## src/rtl/cargador_pkg.sv

```systemverilog
// cargador_pkg: loader states, halt word, byte order and address-width helper
package cargador_pkg;
  typedef enum logic [2:0] {S_IDLE, S_CLEAR, S_RECV, S_WRITE, S_DONE} state_t;
  localparam logic [31:0] HALT_WORD_DEFAULT = 32'hFFFF_FFFF;
  localparam bit BYTE_MSB_FIRST = 1'b1;
  function automatic int clogb2(input int value);
    int r;
    r = 0;
    for (int v = value - 1; v > 0; v = v >> 1) r++;
    return r;
  endfunction
endpackage

```

## src/rtl/empaquetador_palabra.sv

```systemverilog
// empaquetador_palabra: shifts received bytes into a word and flags the last byte
module empaquetador_palabra
  import cargador_pkg::*;
#(
  parameter int W = 32
) (
  input  logic         i_clk,
  input  logic         i_reset,
  input  logic         i_clear,
  input  logic [7:0]   i_byte,
  input  logic         i_valid,
  output logic [W-1:0] o_word,
  output logic         o_word_valid
);
  localparam int NB = W / 8;
  localparam int CW = clogb2(NB);
  logic [CW-1:0] cnt_q, cnt_d;
  logic [W-1:0]  word_q, word_d;
  always_comb begin
    word_d = word_q;
    cnt_d  = cnt_q;
    if (i_clear) begin
      word_d = '0;
      cnt_d  = '0;
    end else if (i_valid) begin
      word_d = BYTE_MSB_FIRST ? {word_q[W-9:0], i_byte} : {i_byte, word_q[W-1:8]};
      cnt_d  = (cnt_q == CW'(NB - 1)) ? '0 : cnt_q + 1'b1;
    end
  end
  always_ff @(posedge i_clk or negedge i_reset) begin
    if (!i_reset) begin
      word_q <= '0;
      cnt_q  <= '0;
    end else begin
      word_q <= word_d;
      cnt_q  <= cnt_d;
    end
  end
  // o_word already includes the byte being accepted so the caller can latch it this cycle
  assign o_word       = word_d;
  assign o_word_valid = !i_clear && i_valid && (cnt_q == CW'(NB - 1));
endmodule

```

## src/rtl/cargador_programa.sv

```systemverilog
// cargador_programa: loads a byte stream into program memory until halt word or memory full
module cargador_programa
  import cargador_pkg::*;
#(
  parameter int RAM_WIDTH = 32,
  parameter int RAM_DEPTH = 2048,
  parameter logic [RAM_WIDTH-1:0] HALT_WORD = HALT_WORD_DEFAULT,
  localparam int AW = clogb2(RAM_DEPTH)
) (
  input  logic                 i_clk,
  input  logic                 i_reset,
  input  logic                 i_start,
  input  logic [7:0]           i_rx_data,
  input  logic                 i_rx_valid,
  input  logic                 i_reset_ack,
  output logic [AW-1:0]        o_addr,
  output logic [RAM_WIDTH-1:0] o_data,
  output logic                 o_ena,
  output logic                 o_wea,
  output logic                 o_soft_reset,
  output logic                 o_busy,
  output logic                 o_done,
  output logic                 o_error,
  output logic [AW:0]          o_word_count
);
  state_t               state_q, state_d;
  logic [AW-1:0]        ptr_q, ptr_d;
  logic [AW:0]          count_q, count_d;
  logic [RAM_WIDTH-1:0] data_q, data_d;
  logic                 done_q, done_d, error_q, error_d, clr_q, clr_d;
  logic                 start, last, halt, word_valid;
  logic [RAM_WIDTH-1:0] word;
  assign start = i_start && (state_q == S_IDLE || state_q == S_DONE);
  assign last  = ptr_q == AW'(RAM_DEPTH - 1);
  assign halt  = data_q == HALT_WORD;
  empaquetador_palabra #(.W(RAM_WIDTH)) u_pack (
    .i_clk        (i_clk),
    .i_reset      (i_reset),
    .i_clear      (start),
    .i_byte       (i_rx_data),
    .i_valid      (i_rx_valid && (state_q == S_RECV || state_q == S_WRITE)),
    .o_word       (word),
    .o_word_valid (word_valid)
  );
  always_comb begin
    state_d = state_q;
    ptr_d   = ptr_q;
    count_d = count_q;
    data_d  = data_q;
    done_d  = done_q;
    error_d = error_q;
    // clr_q marks the second and later CLEAR cycles, guaranteeing a two-cycle minimum clear
    clr_d   = state_q == S_CLEAR;
    if (start) begin
      state_d = S_CLEAR;
      ptr_d   = '0;
      count_d = '0;
      done_d  = 1'b0;
      error_d = 1'b0;
    end else if (state_q == S_CLEAR && clr_q && !i_reset_ack) begin
      state_d = S_RECV;
    end else if (state_q == S_RECV && word_valid) begin
      state_d = S_WRITE;
      data_d  = word;
    end else if (state_q == S_WRITE) begin
      ptr_d   = last ? '0 : ptr_q + 1'b1;
      count_d = count_q + 1'b1;
      state_d = (halt || last) ? S_DONE : S_RECV;
      done_d  = halt || last;
      error_d = !halt && last;
    end
  end
  always_ff @(posedge i_clk or negedge i_reset) begin
    if (!i_reset) begin
      state_q <= S_IDLE;
      ptr_q   <= '0;
      count_q <= '0;
      data_q  <= '0;
      done_q  <= 1'b0;
      error_q <= 1'b0;
      clr_q   <= 1'b0;
    end else begin
      state_q <= state_d;
      ptr_q   <= ptr_d;
      count_q <= count_d;
      data_q  <= data_d;
      done_q  <= done_d;
      error_q <= error_d;
      clr_q   <= clr_d;
    end
  end
  assign o_addr       = ptr_q;
  assign o_data       = data_q;
  assign o_ena        = state_q == S_WRITE;
  assign o_wea        = state_q == S_WRITE;
  assign o_soft_reset = state_q != S_CLEAR;
  assign o_busy       = state_q == S_CLEAR || state_q == S_RECV || state_q == S_WRITE;
  assign o_done       = done_q;
  assign o_error      = error_q;
  assign o_word_count = count_q;
endmodule

```

## config.mk

```make
export PLATFORM = sky130hd
export DESIGN_NAME = cargador_programa
export DESIGN_NICKNAME = d
export VERILOG_FILES = /design/src/rtl/cargador_pkg.sv /design/src/rtl/empaquetador_palabra.sv /design/src/rtl/cargador_programa.sv
export SDC_FILE = /design/constraint.sdc
export NUM_CORES = 1
export LEC_CHECK = 0
export CELL_PAD_IN_SITES_DETAIL_PLACEMENT = 1
export CELL_PAD_IN_SITES_GLOBAL_PLACEMENT = 1
export CORE_ASPECT_RATIO = 1.1
export CORE_MARGIN = 3
export CORE_UTILIZATION = 43
export DETAILED_ROUTE_END_ITERATION = 8
export MAX_ROUTING_LAYER = met4
export PLACE_DENSITY = 0.88
export SLEW_MARGIN = 20
export SYNTH_ARGS = -nofsm -noshare
export SYNTH_HDL_FRONTEND = slang
export SYNTH_SLANG_ARGS = --single-unit
```

## constraint.sdc

```tcl
create_clock -name i_clk -period 4 [get_ports i_clk]
set_input_delay 0.8 -clock i_clk [delete_from_list [all_inputs] [get_ports i_clk]]
set_output_delay 0.8 -clock i_clk [all_outputs]
set_load 0.02 [all_outputs]
```

==> results of run 1 <==
==> cell usage after synthesis (5+ instances only) <==
| cell | instances | share of area |
|---|---|---|
| nand3_1 | 5 | 0.0061 |
| a22o_1 | 35 | 0.075 |
| buf_6 | 7 | 0.019 |
| nor2_1 | 20 | 0.018 |
| xor2_1 | 12 | 0.026 |
| dfrtp_1 | 95 | 0.58 |
| o21ai_0 | 5 | 0.0061 |
| mux2_4 | 25 | 0.092 |
| nand2_1 | 12 | 0.011 |
| nand4_1 | 13 | 0.020 |
| buf_2 | 6 | 0.0073 |
| mux2_2 | 7 | 0.019 |
| o2111ai_1 | 5 | 0.011 |
==> registers in the layout, indices dropped and copies added, names as in the netlist <==
signal / cells
o_error: 1
o_addr: 11
o_data: 32
u_pack.word_q: 32
u_pack.cnt_q: 2
clr_q: 1
state_q: 3
o_done: 1
o_word_count: 12
==> logic make-up after synthesis <==
logic type	after synthesis
multiplexers	32
adder cells (fa/ha/maj)	3
flip-flops	95
AO/OA/AOI/OAI	63
AND/OR/NAND/NOR	74
XOR/XNOR	15
buffers and inverters	22
==> critical path, cell delays in order (launching register included) <==
cell	delay, ps
dfrtp_1	580
nand3b_4	220
inv_1	150
clkdlybuf4s50_1	620
==> metal layers <==
metal | share of wire | vias up
met1 | 0.45 | 1469
met5 | 0 | -
met3 | 0.036 | 15
li1 | - | 1269
met4 | 0.017 | 0
met2 | 0.50 | 68
==> cell type report <==
cell class	instances	share of cell area
Inverter	4	0.00296
Clock inverter	5	0.00666
Multi-Input combinational cell	187	0.309
Tap cell	114	0.0281
Sequential cell	95	0.469
Clock buffer	11	0.0279
Timing Repair Buffer	80	0.156
==> through the flow <==
step | instances | setup slack (ps) | total power [W]
2_1_floorplan | 304 | 1910 | 0.00236
3_3_place_gp | 480 | 1290 | 0.00294
3_5_place_dp | 480 | 1190 | 0.00301
4_1_cts | 496 | 1230 | 0.00361
5_1_grt | 496 | 1120 | 0.00378
6_report | 496 | 1250 | 0.00358
==> final timing paths <==
| kind | slack, ps | startpoint | to |
|---|---|---|---|
| max | 1250 | state_q[1]$_DFFE_PN0P_ | o_ena |
| min | 280 | i_reset | o_word_count[8]$_DFFE_PN0P_ |
| max reg2reg | 1820 | state_q[1]$_DFFE_PN0P_ | o_data[15]$_DFFE_PN0P_ |
| min reg2reg | 520 | u_pack.word_q[30]$_DFF_PN0_ | u_pack.word_q[30]$_DFF_PN0_ |
| max in group asynchronous | 2890 | i_reset | u_pack.word_q[29]$_DFF_PN0_ |
| min in group i_clk | 520 | u_pack.word_q[30]$_DFF_PN0_ | u_pack.word_q[30]$_DFF_PN0_ |
==> power by group through the flow <==
stage / logic, W / clock network [W] / registers [W]
3_5_place_dp: 0.00137 / 0 / 0.00164
2_1_floorplan: 0.000592 / 0 / 0.00177
4_1_cts: 0.00138 / 0.000590 / 0.00164
5_1_grt: 0.00146 / 0.000637 / 0.00169
6_report: 0.00137 / 0.000574 / 0.00164
3_3_place_gp: 0.00131 / 0 / 0.00162
==> results.txt, run 1 <==
----------------------------------------------------
[STA]
  Final number of hold-violating endpoints ... 0
  Final setup violation count ... 0
  Slew HR ... 0.583
  Final Skew ... a little over 10 ps
  Setup repair after global routing missed its margin ... no
  Final TNS setup ... 0 ps
  Fmax ... ~0.36 GHz
  Pins Over Slew Limit ... 0
  Worst-Margin Slew ... around 620 ps
  Final hold slack ... approximately 280 ps
  Clock period minus final worst setup slack ... around 2700 ps
  Final clock period utilization by the worst path ... 0.686

[Finish]
  Commonest non-fill, non-tap cell in the layout ... dfrtp_1
  Sequential cell area in the final layout ... ~2400 um2
  Final design utilization ... 0.560
  Number of fill cells ... between 900 and 1,000
  Area used by multi-input combinational logic ... approximately 1600 um2
  Design area ... between 5000 and 6000 um2
  Top library cells by usage in the layout, fill and taps aside ... dfrtp_1, clkdlybuf4s50_1, a22o_1
  Final-stage net count ... between 300 and 400
  Synth-to-layout area growth ... 24.0%
  Layout cell share with drive strength beyond 1 ... 0.168
  Antenna diode count ... 0

[Synthesis]
  Number of synthesized register bits ... 95
  Synthesized netlist net count ... 320
  Parity-gate share of the synthesized area counting xor and xnor cells ... 0.0321
  Share of the yosys chip area belonging to registers ... 0.581
  Adder and majority gate portion of the synthesized area ... 0.00917
  Area of the mapped netlist ... slightly above 4000 um2
  Compound-Gate Fraction of Synth Area ... 0.128
  Count of cell types in the netlist ... between 40 and 50
  Number of synthesized flops with an enable pin ... 0
  Dominant combinational cell family by area after synthesis ... compound AO/OA/AOI/OAI gates
  Synthesized instance count ... 304
  Share of cell area taken by muxes after synthesis ... 0.111
  Mean instance size in the synthesized netlist ... about 13 um2
  Basic-gate share of the synthesized area counting and, or, nand and nor cells ... 0.103
  Top FF cell, synth ... dfrtp_1
  Proportion of synthesized flip-flops having asynchronous set or reset ... 1.00
  Warnings, synthesis ... 0

[Drt]
  Routed via count divided by cell count ... 5.69
  Antenna-violating nets left ... 0
  Detailed Route WL ... around 10 mm
  Final routed wire length divided by cell count ... between 20 and 25 um
  Count of routing violations after the opening detailed-route iteration ... between 150 and 200
  DRC violations left ... 0
  Via total after detailed routing ... 2,821
  Number of optimization iterations in the first detailed-route pass ... 4

[Global routing]
  Met2 usage in global routing ... 0.332
  Initial antenna violation count ... 0
  Total Routing Usage GR ... 0.208
  Most Used Layer, Global Route ... met2
  Pin count of the biggest net entering global routing ... 47
  Met3 demand-to-capacity share in global routing ... 0.0465
  Aggregate global routing overflow ... 0
  Global-route track usage on met1 ... 0.268
  First-pass GRT wire length ... 16.9 mm
  Vias in the first global route ... a little over 3,000

[Floorplan]
  Boundary Pins ... 74
  Horizontal die dimension ... 99.0 um
  Starting Density ... 0.452
  Placeable core area ... approximately 9100 um2
  Die outline area ... around 11,000 um2
  Placement row count ... 36
  Die Height ... 108 um

[Power]
  Switching fraction of total power ... 0.364
  Net switching power of the design ... about 0.0013 W
  Comb pwr share ... 0.382
  IR drop worst, VDD ... between 0.3 and 0.4 mV
  Clock network fraction of design power ... 0.160
  Static leakage ... 2.26 nW
  Fraction of power consumed by sequential logic ... 0.458
  Areal power density over the cells ... about 710 nW/um2
  Cell-internal power ... about 0.0023 W

[Clock network]
  H-tree lvl count ... 3
  Buffers from clock root to sink, at most ... 2
  Hold-fix buffer count after cts ... 0
  Cts repair resizes ... 0
  Worst skew pair latency ... 370 ps
  Number of CTS-inserted buffers ... 9
  Root buffer selected by CTS ... clkbuf_8
  Number of setup buffers added after CTS ... 0
  CTS sink count ... 95
  Clk pin slew, worst setup/hold paths ... roughly 90 ps
  CTS tree ... done

[Setup path]
  Peak fanout along the critical path ... 10
  Worst Setup Start Kind ... flip-flop
  Data required, critical path ... around 3200 ps
  Length in cells of the worst reg-to-reg path ... 6
  Element type at the critical path end ... output port
  CP arrival ... ~2000 ps
  Category of the most critical setup path ... flip-flop to output port

[Placement]
  Post-detailed-placement half-perimeter wirelength ... a little under 7 mm
  IO buf count ... 73
  Gp weighted congestion ... 0.796
  Placed standard-cell area ... a little under 5000 um2

[Worst hold path]
  Tightest Hold Check Type ... primary input to async pin

[Run]
  # Max-Cap Violations ... 0

[Status]
  Result of the run ... finished, final reports clean

----------------------------------------------------
No activity file was read; power rests on OpenSTA's default activity.
==> run 2: changes to the inputs <==
- CORE_UTILIZATION: 43 -> 42
- PLACE_DENSITY: 0.88 -> 0.87
- clock period: 4 -> 2.66 ns (I/O delays scaled with it)
==> run 2 against run 1 <==
Global-route usage fell by 1.3 points. Largest cell class unchanged. Critical path type unchanged. Highest routed layer unchanged. Sequential power rose by 49%. Largest power group unchanged. Clock power rose by 67%. Utilization fell by 1.7 points. First-iteration DRC count is 13% lower. Clock skew increased by 3.1 ps. Routed wire length shrank 3.1%.
==> results.txt, run 2 (synthesis results as in run 1) <==
----------------------------------------------------
[Status]
  Result of the run ... finished, final reports clean

[Setup path]
  Cell-by-cell listing of the critical path ... nand3b_4, inv_1, clkdlybuf4s50_1
  Worst Setup Start Kind ... flip-flop
  Critical Path Stages ... 3
  Sum of buffers and inverters on the critical path ... 2
  Data required, critical path ... 2130 ps
  Category of the most critical setup path ... flip-flop to output port
  FF-to-FF End ... o_data[15]$_DFFE_PN0P_
  Worst stage delay on the critical path ... 610 ps
  Beginning of the critical path ... state_q[0]$_DFFE_PN0P_
  Element type at the critical path end ... output port
  CP arrival ... approximately 1900 ps
  Slack of the worst reg-to-reg path ... 670 ps
  Peak fanout along the critical path ... 10
  Worst path top cell family by delay ... buffers and inverters
  Length in cells of the worst reg-to-reg path ... 4
  Slowest CP cell ... clkdlybuf4s50_1
  Capture point of the critical path ... o_ena
  Source of the worst register-to-register timing path ... state_q[1]$_DFFE_PN0P_

[Drt]
  Count of routing violations after the opening detailed-route iteration ... roughly 130
  Number of optimization iterations in the first detailed-route pass ... 4
  Sum of met3 wire segment lengths after detailed routing ... 253 um
  Antenna-violating nets left ... 0
  Detailed Route WL ... slightly below 10 mm
  Final routed wire length divided by cell count ... 19.5 um
  Length of routed wiring on met1 ... around 4.4 mm
  Routed via count divided by cell count ... 5.51
  Met2 layer wire length in the routed design ... between 4 and 5 mm
  Highest signal layer in the routed design ... met4
  DRC violations left ... 0
  Via total after detailed routing ... approximately 2,800

[Floorplan]
  Horizontal die dimension ... 100 um
  Starting Density ... 0.433
  Placeable core area ... 9440 um2
  Die outline area ... around 11,000 um2
  Boundary Pins ... 74
  Placement row count ... 37
  Die Height ... about 110 um

[STA]
  Final Skew ... about 13 ps
  Clock period minus final worst setup slack ... 2470 ps
  Fmax ... 0.405 GHz
  Pins Over Slew Limit ... 0
  Worst-Margin Slew ... about 630 ps
  Final number of hold-violating endpoints ... 0
  Final clock period utilization by the worst path ... 0.928
  Final TNS setup ... 0 ps
  Setup repair after global routing missed its margin ... no
  Final hold slack ... around 84 ps
  Slew HR ... 0.575
  Final setup violation count ... 0

[Global routing]
  Vias in the first global route ... roughly 3,000
  Aggregate global routing overflow ... 0
  Total Routing Usage GR ... 0.195
  First-pass GRT wire length ... ~16 mm
  Pin count of the biggest net entering global routing ... 63
  Initial antenna violation count ... 0

[Finish]
  Number of fill cells ... between 900 and 1,000
  Layout cell share with drive strength beyond 1 ... 0.172
  Design area ... between 5000 and 6000 um2
  Top library cells by usage in the layout, fill and taps aside ... dfrtp_1, clkdlybuf4s50_1, a22o_1
  Final-stage net count ... about 390
  Commonest non-fill, non-tap cell in the layout ... dfrtp_1
  Synth-to-layout area growth ... 25.3%
  Antenna diode count ... 0

[Clock network]
  CTS sink count ... 95
  Root buffer selected by CTS ... clkbuf_8
  Hold-fix buffer count after cts ... 0
  CTS tree ... done
  H-tree lvl count ... 3
  Buffers from clock root to sink, at most ... 2
  Worst skew pair latency ... ~380 ps
  Number of CTS-inserted buffers ... 9
  Cts repair resizes ... 0
  Number of setup buffers added after CTS ... 0
  Clk pin slew, worst setup/hold paths ... around 110 ps

[Placement]
  Gp weighted congestion ... slightly above 0.8
  Placed standard-cell area ... a little under 5000 um2
  IO buf count ... between 70 and 80
  Post-detailed-placement half-perimeter wirelength ... roughly 7 mm

[Run]
  # Max-Cap Violations ... 0

[Power]
  Static leakage ... roughly 2.3 nW
  IR drop worst, VDD ... ~0.56 mV
  Areal power density over the cells ... about 1100 nW/um2

[Worst hold path]
  Tightest Hold Check Type ... primary input to async pin

----------------------------------------------------
==> run 2: power by group <==
| part | switching (W) | internal (W) | total, W |
|---|---|---|---|
| clock network | 0.000583 | 0.000373 | 0.000956 |
| logic | 0.000944 | 0.00111 | 0.00205 |
| registers | 0.000475 | 0.00196 | 0.00244 |
==> run 2: final cells by class <==
class | count | area (um2) | area share
clock buffers | 9 | 124 | 0.0242
clock inverters | 7 | 70.1 | 0.0137
inverters | 4 | 15.0 | 0.00293
multi-input cells | 187 | 1570 | 0.306
flip-flops and latches | 95 | 2380 | 0.464
well taps | 117 | 146 | 0.0285
repair buffers | 81 | 826 | 0.161
==> run 2: metrics by stage <==
step,setup WS (ps),utilization,instances,power (W)
after floorplan,837,-,304,0.00355
after global placement,354,0.523,484,0.00441
after detailed placement,330,0.523,484,0.00452
after CTS,167,0.543,500,0.00550
after global routing,83.8,0.543,500,0.00576
final,192,0.543,500,0.00545
==> run 2: worst register-to-register path: stages, from the launching register on <==
cell     delay (ps)
dfrtp_1         580
and3b_1         340
and3b_2         420
buf_12          230
mux2_4          310
==> run 2: worst min path at each step <==
stage,start,end,slack (ps),cells after the start
global placement,o_done$_DFFE_PN0P_,o_done$_DFFE_PN0P_,490,2
CTS,i_reset,o_word_count[10]$_DFFE_PN0P_,100,1
detailed placement,u_pack.word_q[28]$_DFF_PN0_,u_pack.word_q[28]$_DFF_PN0_,490,1
global route,i_reset,o_word_count[10]$_DFFE_PN0P_,110,1
floorplan,i_reset,clr_q$_DFF_PN0_,240,0
finish,i_reset,o_word_count[10]$_DFFE_PN0P_,80,1
==> run 2: layer usage <==
metal,vias to the layer above,GRT usage
met5,-,-
met1,1422,0.251
met3,13,0.0298
met2,46,0.311
li1,1272,-
met4,0,0.0760
==> run 3: changes to the inputs <==
- CORE_UTILIZATION: 42 -> 43
- DONT_BUFFER_PORTS: not set -> 1
- PLACE_DENSITY: 0.87 -> 0.76
==> run 3 against run 2 <==
The flow now finishes with violations (negative hold slack). Die area down 2.2%. Maximum frequency up 10%. Total power down 12%. Final cell count down 15%. Largest cell class unchanged. Clock power down 1%.
==> results.txt, run 3 (synthesis results as in run 1) <==
----------------------------------------------------
[Setup path]
  Data required, critical path ... around 2100 ps
  Worst stage delay on the critical path ... between 500 and 600 ps
  Category of the most critical setup path ... flip-flop to output port
  Element type at the critical path end ... output port
  Cell-by-cell listing of the critical path ... nand3b_4, inv_1, buf_4
  Peak fanout along the critical path ... 12
  Slack of the worst reg-to-reg path ... 700 ps
  Sum of buffers and inverters on the critical path ... 2
  Worst path top cell family by delay ... buffers and inverters
  CP arrival ... roughly 1700 ps
  Worst Setup Start Kind ... flip-flop
  Slowest CP cell ... dfrtp_1

[Drt]
  Number of optimization iterations in the first detailed-route pass ... 4
  Sum of met3 wire segment lengths after detailed routing ... approximately 560 um
  Final routed wire length divided by cell count ... between 20 and 25 um
  Highest signal layer in the routed design ... met4
  Length of routed wiring on met1 ... 3.76 mm
  Met2 layer wire length in the routed design ... 4.84 mm
  Via total after detailed routing ... 2,514
  DRC violations left ... 0
  Count of routing violations after the opening detailed-route iteration ... 111
  Routed via count divided by cell count ... just under 6
  Antenna-violating nets left ... 0
  Detailed Route WL ... around 9.3 mm

[Finish]
  Area used by multi-input combinational logic ... 1570 um2
  Sequential cell area in the final layout ... around 2400 um2
  Number of fill cells ... approximately 900
  Antenna diode count ... 0
  Top library cells by usage in the layout, fill and taps aside ... dfrtp_1, a22o_1, mux2_4
  Layout cell share with drive strength beyond 1 ... 0.207
  Filler-free cell count of the finished design ... 423
  Commonest non-fill, non-tap cell in the layout ... dfrtp_1
  Synth-to-layout area growth ... 6.73%
  Final-stage net count ... 320

[Clock network]
  Number of CTS-inserted buffers ... 9
  Cts repair resizes ... 0
  Clk pin slew, worst setup/hold paths ... ~90 ps
  Worst skew pair latency ... 350 ps
  Buffers from clock root to sink, at most ... 2
  CTS sink count ... between 90 and 100
  Root buffer selected by CTS ... clkbuf_8
  H-tree lvl count ... 3
  CTS tree ... done
  Number of setup buffers added after CTS ... 0

[STA]
  Final number of hold-violating endpoints ... 95
  Worst-Margin Slew ... 713 ps
  Final TNS setup ... 0 ps
  Final Skew ... around 6.7 ps
  Clock period minus final worst setup slack ... 2240 ps
  Setup WS post-layout ... roughly 420 ps
  Final setup violation count ... 0
  Pins Over Slew Limit ... 0
  Final clock period utilization by the worst path ... 0.841
  Final hold slack ... -140 ps
  Setup repair after global routing missed its margin ... no
  Fmax ... ~0.45 GHz
  Slew HR ... 0.521

[Floorplan]
  Die outline area ... around 11,000 um2
  Placeable core area ... between 9000 and 10,000 um2
  Horizontal die dimension ... approximately 100 um
  Die Height ... ~110 um
  Placement row count ... 36
  Starting Density ... 0.452
  Boundary Pins ... 74

[Global routing]
  Vias in the first global route ... between 2,000 and 3,000
  Total Routing Usage GR ... 0.187
  First-pass GRT wire length ... around 15 mm
  Initial antenna violation count ... 0
  Aggregate global routing overflow ... 0
  Pin count of the biggest net entering global routing ... 96

[Placement]
  # placed instances ... around 410
  Post-detailed-placement half-perimeter wirelength ... around 6.3 mm
  Gp weighted congestion ... 0.832
  Dpl ws ... 726 ps
  IO buf count ... 0

[Power]
  Comb pwr share ... 0.209
  Areal power density over the cells ... between 1000 and 1500 nW/um2
  Fraction of power consumed by sequential logic ... 0.594
  Static leakage ... about 2 nW
  Clock network fraction of design power ... 0.198
  Net switching power of the design ... around 0.0018 W
  Switching fraction of total power ... 0.378
  Cell-internal power ... around 0.0030 W
  IR drop worst, VDD ... approximately 0.48 mV

[Run]
  # Max-Cap Violations ... 0

[Status]
  Violations in the final reports ... negative hold slack
  Result of the run ... complete, but fails checks

[Worst hold path]
  Tightest Hold Check Type ... primary input to async pin

----------------------------------------------------
## run 3: final cells by class
class,instances,share of cell area
clock inverter,7,0.0169
multi-input combinational,187,0.359
sequential,95,0.544
inverter,4,0.00344
tap,114,0.0327
clock buffer,9,0.0284
timing repair buffer,7,0.0149
## run 3: stage by stage
stage | cell area (um2) | hold WS [ps] | power [W] | util
after floorplan | 4090 | 236 | 0.00355 | -
after global placement | 4170 | 238 | 0.00380 | 0.461
after detailed placement | 4170 | 239 | 0.00388 | 0.461
after CTS | 4370 | -165 | 0.00485 | 0.482
after global routing | 4370 | -170 | 0.00508 | 0.482
final | 4370 | -140 | 0.00479 | 0.482
## run 3: worst paths after layout
path,from,endpoint,cells after the start
worst max register to register,state_q[1]$_DFFE_PN0P_,o_addr[3]$_DFFE_PN0P_,6
max in group asynchronous,i_reset,o_data[2]$_DFFE_PN0P_,0
worst min register to register,u_pack.cnt_q[1]$_DFFE_PN0P_,u_pack.cnt_q[1]$_DFFE_PN0P_,1
min in group i_clk,i_rx_data[5],u_pack.word_q[5]$_DFF_PN0_,1
worst max-delay path,state_q[1]$_DFFE_PN0P_,o_ena,3
worst min-delay path,i_reset,o_addr[7]$_DFFE_PN0P_,0
## run 3: power groups by stage
stage | clock network, W | registers [W] | logic, W
after floorplan | 0 | 0.00266 | 0.000890
after CTS | 0.000990 | 0.00285 | 0.00101
final | 0.000946 | 0.00285 | 0.00100
after global placement | 0 | 0.00285 | 0.000956
after global routing | 0.00105 | 0.00293 | 0.00111
after detailed placement | 0 | 0.00287 | 0.00101
## run 3: worst register-to-register path, delay by kind of cell (launching register included)
| family | cells | cell delay (ps) |
|---|---|---|
| buffers and inverters | 2 | 560 |
| DFF | 1 | 550 |
| and+or+nand+nor | 4 | 730 |
## run 3: per-layer routing
| metal | vias to the layer above | global-route usage |
|---|---|---|
| li1 | 1128 | - |
| met1 | 1308 | 0.216 |
| met2 | 67 | 0.313 |
| met3 | 11 | 0.0516 |
| met4 | 0 | 0.0663 |
| met5 | - | - |
